**config.mk**
```make
export PLATFORM = sky130hd
export DESIGN_NAME = alu_arbiter
export DESIGN_NICKNAME = d
export VERILOG_FILES = /design/src/rtl/alu_pkg.sv /design/src/rtl/rr_arbiter.sv /design/src/rtl/alu_arbiter.sv
export SDC_FILE = /design/constraint.sdc
export NUM_CORES = 1
export LEC_CHECK = 0
export ABC_AREA = 1
export BUFFER_PORTS_ARGS = -buffer_cell sky130_fd_sc_hd__buf_4
export CAP_MARGIN = 25
export CORE_ASPECT_RATIO = 0.7
export CORE_UTILIZATION = 36
export CTS_BUF_LIST = sky130_fd_sc_hd__clkbuf_8
export DETAILED_ROUTE_END_ITERATION = 6
export GPL_ROUTABILITY_DRIVEN = 1
export PLACE_DENSITY = 0.67
export SYNTH_ARGS = -nofsm -noshare
export SYNTH_HDL_FRONTEND = slang
export SYNTH_SLANG_ARGS = --single-unit
```
**constraint.sdc**
```tcl
create_clock -name clk -period 1.1 [get_ports clk]
set_input_delay 0.165 -clock clk [delete_from_list [all_inputs] [get_ports clk]]
set_output_delay 0.165 -clock clk [all_outputs]
set_load 0.03 [all_outputs]
```
**src/rtl/alu_pkg.sv**
```systemverilog
// Shared types for the ALU arbiter: opcodes, arbiter FSM states and the
// issue-counter width.
package alu_pkg;

  localparam int ALU_CTR_W = 12;

  typedef enum logic [3:0] {
    OP_AND = 4'd0,
    OP_XOR = 4'd1,
    OP_OR  = 4'd2,
    OP_LSL = 4'd3,
    OP_LSR = 4'd4,
    OP_ADD = 4'd5,
    OP_SUB = 4'd6,
    OP_LT  = 4'd7,
    OP_GT  = 4'd8,
    OP_EQ  = 4'd9
  } alu_op_t;

  typedef enum logic [1:0] {
    IDLE = 2'd0,
    EXEC = 2'd1,
    RESP = 2'd2
  } arb_state_t;

  // Only shifts and add/sub produce a meaningful carry; other ops leave it undefined.
  function automatic logic op_has_carry(input logic [3:0] op);
    return (op >= 4'(OP_LSL)) && (op <= 4'(OP_SUB));
  endfunction

endpackage

```
**src/rtl/rr_arbiter.sv**
```systemverilog
// One-hot grant from a request vector. Round-robin from ptr by default;
// lowest index wins when ALU_ARB_FIXED_PRIO_EN is defined (no ptr port then).
module rr_arbiter #(
  parameter int NREQ = 2,
  localparam int PTR_W = $clog2(NREQ)
) (
  input  logic [NREQ-1:0]  req,
`ifndef ALU_ARB_FIXED_PRIO_EN
  input  logic [PTR_W-1:0] ptr,
`endif
  output logic [NREQ-1:0]  grant
);

  localparam logic [NREQ-1:0] ONE = NREQ'(1);

`ifdef ALU_ARB_FIXED_PRIO_EN
  assign grant = req & (~req + ONE);
`else
  logic [NREQ-1:0] mask;
  logic [NREQ-1:0] req_hi;

  // Requests at or above the pointer take precedence; otherwise wrap to the lowest.
  assign mask   = {NREQ{1'b1}} << ptr;
  assign req_hi = req & mask;
  assign grant  = (|req_hi) ? (req_hi & (~req_hi + ONE)) : (req & (~req + ONE));
`endif

endmodule

```
**src/rtl/alu_arbiter.sv**
```systemverilog
// Shares one combinational ALU among NREQ requesters: IDLE -> EXEC -> RESP.
// Define ALU_ARB_FIXED_PRIO_EN for fixed lowest-index priority instead of round-robin.
module alu_arbiter
  import alu_pkg::*;
#(
  parameter int NREQ  = 2,
  parameter int CTR_W = ALU_CTR_W
) (
  input  logic                  clk,
  input  logic                  rst_n,
  input  logic [NREQ-1:0]       req_valid,
  output logic [NREQ-1:0]       req_ready,
  input  logic [NREQ-1:0][3:0]  req_op,
  input  logic [NREQ-1:0][7:0]  req_a,
  input  logic [NREQ-1:0][7:0]  req_b,
  input  logic [NREQ-1:0]       req_cin,
  output logic [NREQ-1:0]       rsp_valid,
  input  logic [NREQ-1:0]       rsp_ready,
  output logic [7:0]            rsp_data,
  output logic                  rsp_carry,
  output logic                  rsp_flag,
  output logic [3:0]            alu_op,
  output logic [7:0]            alu_a,
  output logic [7:0]            alu_b,
  output logic                  alu_cin,
  output logic [CTR_W-1:0]      alu_ctr,
  input  logic [7:0]            alu_rslt,
  input  logic                  alu_cout,
  input  logic                  alu_flag,
  output arb_state_t            dbg_state
);

  // Handshakes: a request transfers on the edge ending an IDLE cycle with its
  // req_valid high; req_ready is the registered one-cycle echo of that accept.
  // A response transfers on the edge where rsp_valid[g] and rsp_ready[g] are both high.

  arb_state_t      state_q, state_d;
  logic [NREQ-1:0] grant, grant_q;
  logic            accept, rsp_done;
  logic [3:0]      sel_op;
  logic [7:0]      sel_a, sel_b;
  logic            sel_cin;

`ifdef ALU_ARB_FIXED_PRIO_EN
  rr_arbiter #(.NREQ(NREQ)) u_arb (
    .req   (req_valid),
    .grant (grant)
  );
`else
  localparam int PTR_W = $clog2(NREQ);
  logic [PTR_W-1:0] ptr_q, gidx;

  rr_arbiter #(.NREQ(NREQ)) u_arb (
    .req   (req_valid),
    .ptr   (ptr_q),
    .grant (grant)
  );

  always_comb begin
    gidx = '0;
    for (int i = 0; i < NREQ; i++) begin
      if (grant_q[i]) gidx = PTR_W'(i);
    end
  end

  always_ff @(posedge clk or negedge rst_n) begin
    if (!rst_n) begin
      ptr_q <= '0;
    end else if (rsp_done) begin
      ptr_q <= (gidx == PTR_W'(NREQ - 1)) ? '0 : gidx + PTR_W'(1);
    end
  end
`endif

  assign accept    = (state_q == IDLE) && (|req_valid);
  assign rsp_done  = (state_q == RESP) && (|(rsp_ready & grant_q));
  assign dbg_state = state_q;

  always_comb begin
    sel_op  = '0;
    sel_a   = '0;
    sel_b   = '0;
    sel_cin = 1'b0;
    for (int i = 0; i < NREQ; i++) begin
      if (grant[i]) begin
        sel_op  = req_op[i];
        sel_a   = req_a[i];
        sel_b   = req_b[i];
        sel_cin = req_cin[i];
      end
    end
  end

  always_ff @(posedge clk or negedge rst_n) begin
    if (!rst_n) state_q <= IDLE;
    else        state_q <= state_d;
  end

  always_comb begin
    state_d = state_q;
    case (state_q)
      IDLE:    if (accept) state_d = EXEC;
      EXEC:    state_d = RESP;
      RESP:    if (rsp_done) state_d = IDLE;
      default: state_d = IDLE;
    endcase
  end

  // ALU inputs and the counter change only on accept, so the ALU sees a new
  // counter value exactly once per issued operation.
  always_ff @(posedge clk or negedge rst_n) begin
    if (!rst_n) begin
      grant_q   <= '0;
      req_ready <= '0;
      rsp_valid <= '0;
      rsp_data  <= '0;
      rsp_carry <= 1'b0;
      rsp_flag  <= 1'b0;
      alu_op    <= '0;
      alu_a     <= '0;
      alu_b     <= '0;
      alu_cin   <= 1'b0;
      alu_ctr   <= '0;
    end else begin
      req_ready <= '0;
      if (accept) begin
        grant_q   <= grant;
        req_ready <= grant;
        alu_op    <= sel_op;
        alu_a     <= sel_a;
        alu_b     <= sel_b;
        alu_cin   <= sel_cin;
        alu_ctr   <= alu_ctr + CTR_W'(1);
      end
      if (state_q == EXEC) begin
        rsp_valid <= grant_q;
        rsp_data  <= alu_rslt;
        rsp_flag  <= alu_flag;
        rsp_carry <= op_has_carry(alu_op) ? alu_cout : 1'b0;
      end
      if (rsp_done) begin
        rsp_valid <= '0;
      end
    end
  end

endmodule

```
==> impl_metrics.toml <==
[outcome]
status = "finished with violations"
failed_checks = "DRC, setup timing"

[cells_and_area]
area_delta_synth_final_pct = 63.01
layout_common_cells = "buf_4, nand2_1, dfrtp_1"
final_common_cell = "buf_4"
final_core_util_pct = 60.77
final.fill_count = 552
n_antenna_cell = 0
layout-drive-gt1-share_pct = 44.52
fin_nets = 478

[drt]
ant_nets = 0
drt-initial-drc-count = 85
first_pass_iters = 7
wirelength_um = 5968
wl_per_cell_um = 11.98
vias_per_cell = 4.506
via_count = 2244
drcViolationCount = 6

[pwr]
powerDensity_mw_per_mm2 = 854.0
power.total_mw = 3.226
p_sw_uw = 726.8
p_int_mw = 2.499
leakagePower_nw = 1.959
p_comb_share_pct = 6.9
p_clk_share_pct = 33.9
swShare_pct = 22.53
seqPwrFrac_pct = 59.2
peakVddDrop_mv = 0.5298

[sta]
clock_skew_ns = 0.01005
slew-limit-headroom_pct = 77.14
fmax_ghz = 0.7893
setup_viol = 57
hold_viol = 0
post-route-period-util_pct = 115.2
rsz0062_at_grt = "true"
setup_slack_ns = -0.1670
period_minus_slack_ns = 1.267
slew_violations = 0
max_slew.worst_pin.slew_ns = 0.3429

[floorplan]
ioPinCount = 107
dieArea_mm2 = 0.006767
die_h_um = 69.13
start_util_pct = 37.28
die_w_um = 97.89
row_count = 24
core_mm2 = 0.006216

[synth]
synth_seq_area_share_pct = 56.16
yosysWarnings = 0
syn_area_mm2 = 0.002317
synth_fp_nets = 329
yosysTopAreaCell = "dfrtp_1"
syn_inst = 270
netlist.area_leader.share_pct = 56.16
synth.avg_cell_area_um2 = 8.582
yosysUniqueCellTypes = 25
ys_ff_latch = 52
synth_top_cells_by_area = "dfrtp_1, nand2_1, nand3_1"

[clock_tree]
clock_latency_ns = 0.30
htreeDepth = 2
cts_buffers = 5
cts.sink_count = 52
root_buffer = "clkbuf_8"
clk_pin_slew_worst_paths_ns = 0.10
cts_buffer_depth = 2
cts_tree = "done"

[global_route]
grt_pass1_vias = 2118
antenna_found_initial = 0
grt_max_degree = 26
grt_pass1_wl_um = 9956
grt_util_all_layers_pct = 18.57
grt_overflow = 0

[min_path]
hp-class = "in -> reg"

[placement]
gp_congestion = 0.7509
numPortBuffers = 106
hpwlAfterDp_um = 4550

[worst_setup_path]
cp_max_fo = 12
crit_arrival_ns = 1.48
required_ns = 1.32
crit_path_start_kind = "register"
crit_path_end_kind = "register"
crit_type = "reg -> reg"

[run]
drv_cap = 0
worst max-delay path, cell delays in order (launching register included):
cell and delay [ns]:
dfrtp_2 0.44, nor2_4 0.14, nand2_4 0.13, nor2_4 0.18
buf_12 0.15, nand2_1 0.06, o211ai_1 0.09
final cells by class:
cell class | instances | area [um2] | area share [%]
flip-flops and latches | 52 | 1313 | 34.75
repair buffers | 151 | 1281 | 33.92
multi-input cells | 191 | 922.1 | 24.41
well taps | 78 | 97.59 | 2.584
inverters | 18 | 75.07 | 1.987
clock buffers | 5 | 68.82 | 1.822
clock inverters | 3 | 20.02 | 0.5300
timing repair:
action,in CTS,in global routing
setup endpoints to repair,61,65
pin swaps,2,1
buffers inserted,12,3
hold buffers,1,0
gates resized for setup,25,5
endpoints found under the hold margin,23,0
gates cloned,0,0
metal layers:
metal | track usage, % | share of wire (%) | routed length, um
met1 | 25.56 | 47 | 2825
met2 | 28.25 | 44 | 2614
met3 | 6.795 | 8.4 | 501
met4 | 3.535 | 0.44 | 26
met5 | 0 | 0 | 0
synth_stat cells (all sizes together):
cell type,n
nor3,2
o21ai,6
nand3,28
nand3b,1
a22o,1
nand2,126
buf,9
inv,18
dfrtp,52
ha,1
xor2,4
xnor2,3
a21oi,1
nand4,2
nor2,15
o211ai,1
state kept, by name (all words and copies together) (netlist names), 2 cells and up:
| name | count |
|---|---|
| alu_ctr | 12 |
| dbg_state | 2 |
| grant_q | 2 |
| rsp_valid | 2 |
| alu_op | 4 |
| rsp_data | 8 |
| alu_b | 8 |
| req_ready | 2 |
| alu_a | 8 |
stage by stage:
step                      instances  setup WS [ns]  area [um2]  hold WS (ns)  TNS, ns
final                           498        -0.1670        3777       0.06084   -4.516
after global routing            498        -0.2237        3777       0.04789   -9.017
after CTS                       495        -0.1798        3737       0.05557   -5.167
after detailed placement        475        -0.1820        3473        0.1007   -5.393
after global placement          475        -0.1231        3473       0.09995   -2.997
after floorplan                 270        -0.1411        2380       -0.1306   -4.446
path summary, 6_finish.rpt:
check                        startpoint     endpoint  slack [ns]  cells after the start
hold / removal              alu_rslt[3]  rsp_data[3]        0.06                      3
min in group asynchronous         rst_n   alu_ctr[7]        0.31                      2
setup reg to reg           dbg_state[0]    alu_op[3]       -0.17                      6
hold reg to reg                rsp_flag     rsp_flag        0.48                      2
setup / recovery           dbg_state[0]    alu_op[3]       -0.17                      6
max in group asynchronous         rst_n    alu_op[0]        0.28                      3
kinds of logic after synthesis:
| kind of cell | count (synthesis) | synth area share [%] |
|---|---|---|
| AOI/OAI and AO/OA | 9 | 2.376 |
| and+or+nand+nor | 174 | 32.07 |
| DFF | 52 | 56.16 |
| buffers and inverters | 27 | 6.210 |
| xor gates and xnor gates | 7 | 2.646 |
| adders and majority gates | 1 | 0.5399 |
power by group through the flow:
stage | Sequential [mW] | Combinational, mW | Clock [mW]
4_1_cts | 1.91 | 0.227 | 1.12
6_report | 1.91 | 0.222 | 1.09
3_5_place_dp | 1.95 | 0.224 | 0
3_3_place_gp | 1.95 | 0.223 | 0
5_1_grt | 1.91 | 0.246 | 1.21
2_1_floorplan | 1.95 | 0.00913 | 0
Note: power is estimated with default switching activity, not from simulation.
